$ cat config.mk
export PLATFORM = sky130hd
export DESIGN_NAME = rr_grant_encoder
export DESIGN_NICKNAME = d
export VERILOG_FILES = /design/src/rtl/arb_pkg.sv /design/src/rtl/rr_pick.sv /design/src/rtl/rr_grant_encoder.sv
export SDC_FILE = /design/constraint.sdc
export NUM_CORES = 1
export LEC_CHECK = 0
export ABC_AREA = 0
export CAP_MARGIN = 20
export CORE_MARGIN = 5
export CORE_UTILIZATION = 45
export CTS_BUF_LIST = sky130_fd_sc_hd__clkbuf_4 sky130_fd_sc_hd__clkbuf_8
export CTS_CLUSTER_DIAMETER = 50
export CTS_CLUSTER_SIZE = 10
export DETAILED_ROUTE_END_ITERATION = 10
export MAX_ROUTING_LAYER = met4
export PLACE_DENSITY = 0.68
export SLEW_MARGIN = 20
export SYNTH_ARGS = -nofsm -noshare
export SYNTH_HDL_FRONTEND = slang
export SYNTH_SLANG_ARGS = --single-unit
$ cat constraint.sdc
create_clock -name clk -period 5.9 [get_ports clk]
set_clock_uncertainty 0.05 [all_clocks]
set_input_delay 1.77 -clock clk [delete_from_list [all_inputs] [get_ports clk]]
set_output_delay 1.77 -clock clk [all_outputs]
set_load 0.02 [all_outputs]
$ cat src/rtl/arb_pkg.sv
// Shared types and constants for the 4-requester round-robin grant encoder.
package arb_pkg;

  localparam int N_REQ = 4;
  localparam int IDX_W = 2;

  typedef enum logic {
    IDLE  = 1'b0,
    GRANT = 1'b1
  } state_t;

  // Modulo-N_REQ increment; relies on IDX_W-bit wrap since N_REQ == 2**IDX_W.
  function automatic logic [IDX_W-1:0] wrap_inc(input logic [IDX_W-1:0] idx);
    return idx + IDX_W'(1);
  endfunction

endpackage

$ cat src/rtl/rr_pick.sv
// Combinational rotating-priority pick: first set request at or after i_ptr, wrapping 3->0.
module rr_pick
  import arb_pkg::*;
(
  input  logic [N_REQ-1:0] i_req,
  input  logic [IDX_W-1:0] i_ptr,
  output logic             o_any,
  output logic [IDX_W-1:0] o_idx
);

  logic [IDX_W-1:0] w_cand;

  always_comb begin
    // NOTE: every output gets a default before the loop so no path leaves it unassigned (no latch).
    o_any  = 1'b0;
    o_idx  = '0;
    w_cand = '0;
    // Walk from farthest offset to nearest so the nearest set bit is written last and wins.
    for (int k = N_REQ - 1; k >= 0; k--) begin
      w_cand = i_ptr + IDX_W'(k);
      if (i_req[w_cand]) begin
        o_any = 1'b1;
        o_idx = w_cand;
      end
    end
  end

endmodule

$ cat src/rtl/rr_grant_encoder.sv
// Round-robin arbiter with registered grant index/valid, hold-until-release and a hold watchdog.
module rr_grant_encoder
  import arb_pkg::*;
#(
  parameter int MAX_HOLD = 16,
  parameter int CNT_W    = 5
) (
  input  logic             clk,
  input  logic             rst_n,
  input  logic [N_REQ-1:0] i_req,
  input  logic             i_release,
  output logic             o_grant_valid,
  output logic [IDX_W-1:0] o_grant_idx,
  output logic             o_timeout
);

  localparam logic [CNT_W-1:0] HOLD_LAST = (MAX_HOLD == 0) ? '0 : CNT_W'(MAX_HOLD - 1);

  state_t           r_state;
  logic [IDX_W-1:0] r_ptr;
  logic [CNT_W-1:0] r_cnt;
  logic             r_grant_valid;
  logic [IDX_W-1:0] r_grant_idx;
  logic             r_timeout;

  logic             w_any;
  logic [IDX_W-1:0] w_pick_idx;
  logic [IDX_W-1:0] w_pick_ptr;
  logic             w_held;
  logic             w_wd;
  logic             w_exit;
  logic             w_timeout;

  // In GRANT the search starts past the grantee, so it is only re-picked when it is the sole requester.
  assign w_pick_ptr = (r_state == GRANT) ? wrap_inc(r_grant_idx) : r_ptr;

  rr_pick u_pick (
    .i_req (i_req),
    .i_ptr (w_pick_ptr),
    .o_any (w_any),
    .o_idx (w_pick_idx)
  );

  assign w_held    = i_req[r_grant_idx];
  assign w_wd      = (MAX_HOLD != 0) && (r_cnt == HOLD_LAST);
  assign w_exit    = i_release | ~w_held | w_wd;
  // Release and abandonment take precedence, so the pulse only marks a genuine revocation.
  assign w_timeout = ~i_release & w_held & w_wd;

  always_ff @(posedge clk) begin
    // NOTE: state registers use non-blocking assignments so every update sees pre-edge values.
    if (!rst_n) begin
      r_state       <= IDLE;
      r_ptr         <= '0;
      r_cnt         <= '0;
      r_grant_valid <= 1'b0;
      r_grant_idx   <= '0;
      r_timeout     <= 1'b0;
    end else begin
      r_timeout <= 1'b0;
      case (r_state)
        IDLE: begin
          if (w_any) begin
            r_state       <= GRANT;
            r_grant_valid <= 1'b1;
            r_grant_idx   <= w_pick_idx;
            r_cnt         <= '0;
          end
        end
        GRANT: begin
          if (w_exit) begin
            r_ptr     <= wrap_inc(r_grant_idx);
            r_timeout <= w_timeout;
            r_cnt     <= '0;
            if (w_any) begin
              r_grant_idx <= w_pick_idx;
            end else begin
              r_state       <= IDLE;
              r_grant_valid <= 1'b0;
              r_grant_idx   <= '0;
            end
          end else if (r_cnt != '1) begin
            r_cnt <= r_cnt + 1'b1;
          end
        end
        default: r_state <= IDLE;
      endcase
    end
  end

  assign o_grant_valid = r_grant_valid;
  assign o_grant_idx   = r_grant_idx;
  assign o_timeout     = r_timeout;

endmodule

; Word-level counts from Yosys, hierarchy flattened
; Index checks and enable logic that the tools add are counted.
[word_totals]
output_inout_bits = 4
in_bits = 7
reg_bits = 12
wordCells = 68
[op_classes]
n_lt_le_gt_ge = 5
n_eq_ne = 6
addsub = 5
n_mux = 34
reduce_logical = 5
n_bitwise = 7
[ops]
columns = cell, count
row1 = two-way mux 2 bit, 8
row2 = less-than comparator 2 x 3 -> 1 bit (second input constant), 5
row3 = two-way mux 5 bit, 3
row4 = two-way mux 1 bit, 14
row5 = binary-select mux 1 bit (select 2 bit), 5
row6 = one-hot mux 5 bit (2 select lines), 1
row7 = AND reduction 2 bit, 3
row8 = AND reduction 3 bit, 2
row9 = adder 5 x 1 -> 5 bit (second input constant), 1
row10 = equality test 5 x 4 -> 1 bit (second input constant), 1
row11 = != test 5 bit (second input constant), 1
row12 = adder 2 x 1 -> 2 bit (second input constant), 2
row13 = adder 2 bit (second input constant), 2
row14 = != test 2 x 1 -> 1 bit (second input constant), 2
row15 = one-hot mux 1 bit (2 select lines), 2
row16 = one-hot mux 2 bit (2 select lines), 1
row17 = != test 3 x 1 -> 1 bit (second input constant), 1
row18 = NOT 1 bit, 3
row19 = AND 1 bit, 2
row20 = != test 2 bit (second input constant), 1
row21 = OR 1 bit, 2

; Logic depth before layout (Yosys ltp)
[logic_depth]
depth_word = 12
depth_mapped = 8

; By module
; A second synthesis with hierarchy kept.
[unflattened]
hier_cells = 90
hier_area_um2 = 745.7
[by_module_without_submodules]
columns = mod, cells_per_inst, instances, area_each_um2
row1 = rr_grant_encoder, 77, 1, 668.1
row2 = rr_pick, 13, 1, 77.6

; Least setup slack after synthesis
; Ideal clock, no wire load.
[synth_path]
path_type = input -> register
from = in i_req[3]
to = reg r_cnt[1]
setup_ns = 0.117
arrival_time_ns = 2.942
path_slack_ns = 2.791
stages = 5
path_buffers = 1
required_time_ns = 5.733
cell_sequence = buf_2 > mux4_2 > and4_4 > nor2b_4 > a22o_1
[synth_between]
elab_chain_len = 8
word_cells_on_any_way = 22
[synth_rtl]
columns = item, line_no
row1 = start: declaration, rr_grant_encoder.sv:10  ; input logic [N_REQ-1:0] i_req,
row2 = binary-select mux 1 bit (select 2 bit), rr_pick.sv:21  ; if (i_req[w_cand]) begin
row3 = two-way mux 1 bit (implied by the code), rr_pick.sv:21
row4 = two-way mux 1 bit (4 in series), rr_pick.sv:21
row5 = != test 2 x 1 -> 1 bit (no source line), n/a
row6 = AND reduction 2 bit (no source line), n/a
row7 = end signal: assignment, rr_grant_encoder.sv:83  ; r_cnt <= r_cnt + 1'b1;
row8 = end: declaration, rr_grant_encoder.sv:21  ; logic [CNT_W-1:0] r_cnt;
; Several ways; a longest one is shown, not always the timed one. The select of a mux whose other input is x is not followed.
; A chain may end at the register's enable or synchronous reset.

; Final worst setup path
[layout_path]
from = in i_req[3]
to = reg r_cnt[4]
; The elaborated chain is that of the path after synthesis.

==> results.json <==
{
  "clk_path_buf_depth": 2,
  "final_cells": 132,
  "io_pins": 11,
  "syn_nets": 108,
  "synth_area_per_cell_um2": 8.44,
  "layout-area-overhead-vs-synth_pct": 16.0,
  "insertion_delay_ns": 0.27,
  "required_ns": 6.02,
  "netSwitchingFraction_pct": 29.6,
  "final_util_pct": 55.0,
  "min_path_type": "flip-flop to flip-flop",
  "critPathLaunch": "i_req[3]",
  "path_delay_family": "buffers and inverters",
  "htreeDepth": 1,
  "worst_slack_ns": 2.54,
  "crit_path_end_kind": "flip-flop",
  "core_area_um2": 1750,
  "irDropWorstVdd_uv": 139,
  "path_class": "input pin to flip-flop",
  "slowest_stage": "clkdlybuf4s50_1",
  "worstPathCellList": "clkdlybuf4s50_1 -> mux4_2 -> and4_4 -> nor2b_4 -> a22o_1",
  "synth_cell_types": 36,
  "cts_hold_buf": 0,
  "fin_tns_setup_ns": 0,
  "gr-total-overflow": 0,
  "cts_setup_buffers": 0,
  "fin_crit_sh_pct": 57.0,
  "place_ws_ns": 2.25,
  "grt_pass1_vias": 692,
  "p_leak_nw": 0.377,
  "cts_root_buf": "clkbuf_4",
  "cts_buffers": 3,
  "cts_tree": "done",
  "path_buf_inv": 1,
  "worstPathMaxFanout": 10,
  "antenna_left": 0,
  "max-slew-margin-rel_pct": 64.1,
  "p_switching_mw": 0.0651,
  "rsz0062_at_grt": "no",
  "r2r-start": "r_cnt[0]$_SDFFE_PN0P_",
  "drive_gt1_share_pct": 12.1,
  "start_util_pct": 47.4,
  "first_pass_iters": 4,
  "die_h_um": 52.9,
  "clockPowerShare_pct": 29.4,
  "diodes": 0,
  "fmax_mhz": 298,
  "finalCriticalPeriod_ns": 3.36,
  "clkTransAtPathRegs_ns": 0.07,
  "dp_cells": 128,
  "cap_violations": 0,
  "port_buffers": 10,
  "syn_inst": 98,
  "cp-start-kind": "input pin",
  "tightest_slew_ns": 0.537,
  "wl_um": 1710,
  "dpl.hpwl_um": 1300,
  "vias_per_cell": 5.73,
  "globalplace.congestion": 0.800,
  "design.die.area_um2": 2800,
  "grt_max_degree": 20,
  "setup_viol": 0,
  "grtUsageTotal_pct": 15.1,
  "intPower_mw": 0.155,
  "yosys_warnings": 0,
  "drtIter0Drc": 23,
  "drv_slew": 0,
  "arrival_ns": 3.48,
  "finalHoldViolations": 0,
  "power.density_nw_per_um2": 229,
  "outcome": "finished clean",
  "ys_seq_elements": 12,
  "dr_total_vias": 756,
  "p_seq_share_pct": 46.6,
  "cpPeakStageDelay_ns": 0.56,
  "cts_resized": 0,
  "total_power_mw": 0.220,
  "min_from": "r_cnt[3]$_SDFFE_PN0P_",
  "die_w_um": 52.9,
  "clock_sinks": 12,
  "grt_pass1_wl_um": 3040,
  "syn-cell-area_um2": 827,
  "power_frac_comb_pct": 24.0,
  "nNetsFinal": 118,
  "drc": 0,
  "num_rows": 15,
  "antenna_found_initial": 0,
  "ys_seq_area_share_pct": 29.0,
  "avgRoutedWirePerCell_um": 12.9
}
## Yosys cell counts
master	number	area share [%]
dfxtp_1	12	29
nor2_1	8	3.6
o21ai_0	8	4.8
nand2_1	7	3.2
a21oi_1	6	3.6
inv_1	6	2.7
nor2b_1	4	3.0
a31oi_1	3	2.3
ha_1	3	4.5
nand2b_1	3	2.3
nor3b_1	3	2.7
a211oi_1	2	1.8
a22o_1	2	2.1
and3_1	2	1.5
buf_6	2	2.7
clkbuf_1	2	0.91
nand3_1	2	1.2
nor3_1	2	1.2
nor4_1	2	1.5
o211ai_1	2	1.8
o41ai_2	2	3.9
a21boi_1	1	0.91
a41o_1	1	1.2
and4_4	1	1.4
buf_2	1	0.60
mux2_2	1	1.4
mux2_4	1	1.8
mux2i_1	1	1.2
mux4_2	1	2.7
nand3b_1	1	0.91
nand4b_1	1	1.1
nor2b_4	1	1.7
o2111ai_1	1	1.1
o221a_2	1	1.4
or2_4	1	1.1
xnor2_1	1	1.1
## metrics by stage
stage | hold slack [ns] | cell area (um2)
after floorplan | 0.381 | 827
after CTS | 0.425 | 960
final | 0.424 | 960
after global placement | 0.399 | 923
after global routing | 0.475 | 960
after detailed placement | 0.414 | 923
## sequential cells by signal (all words and copies together), names as in the netlist
register,count
o_grant_valid,1
r_cnt,5
o_grant_idx,2
o_timeout,1
r_state,1
r_ptr,2
## routing by layer
| layer | part of all wire (%) | track usage (%) | wire length, um |
|---|---|---|---|
| met5 | 0 | - | 0 |
| met1 | 50 | 20.8 | 847 |
| met4 | 1.0 | 5.11 | 17 |
| met3 | 7.3 | 6.48 | 125 |
| met2 | 42 | 19.4 | 718 |
## worst paths after layout
path                                               endpoint  slack, ns  depth (start not counted)
worst max-delay path                  r_cnt[4]$_SDFFE_PN0P_       2.54                          5
worst min-delay path                  r_cnt[3]$_SDFFE_PN0P_       0.42                          1
worst max register to register  o_grant_idx[0]$_SDFFE_PN0P_       3.82                          7
worst min register to register        r_cnt[3]$_SDFFE_PN0P_       0.42                          1
## final cells by class
cell class	count	area [um2]
timing repair buffer	10	100
tap	25	31.3
clock buffer	4	36.3
inverter	6	22.5
fill	173	786
multi-input combinational	75	529
sequential	12	240
## kinds of logic (layout without fill, tap and decap cells)
logic type               Yosys count  in the layout  share of synthesized area, %
AO/OA/AOI/OAI                     29             29                          25.0
multiplexers                       4              4                          7.11
XOR/XNOR                           1              1                          1.06
buffers and inverters             11             20                          6.96
AND/OR/NAND/NOR                   38             38                          26.3
flip-flops                        12             12                          29.0
adder cells (fa/ha/maj)            3              3                          4.54
## power groups by stage
stage	Combinational, mW	Clock [mW]	Sequential (mW)
after floorplan	0.0416	0	0.0998
after detailed placement	0.0524	0	0.104
after global routing	0.0595	0.0722	0.104
final	0.0528	0.0645	0.102
after global placement	0.0521	0	0.104
after CTS	0.0529	0.0677	0.102
## placed cells by master (no fill, tap or decap), types with 3 or more instances in the layout
cell,instances
o21ai_0,8
a31oi_1,3
clkdlybuf4s50_1,10
nor3b_1,3
a21oi_1,6
clkbuf_4,3
nand2_1,7
nor2b_1,4
nand2b_1,3
ha_1,3
nor2_1,8
inv_1,6
dfxtp_1,12
(Power assumes the default switching activity.)
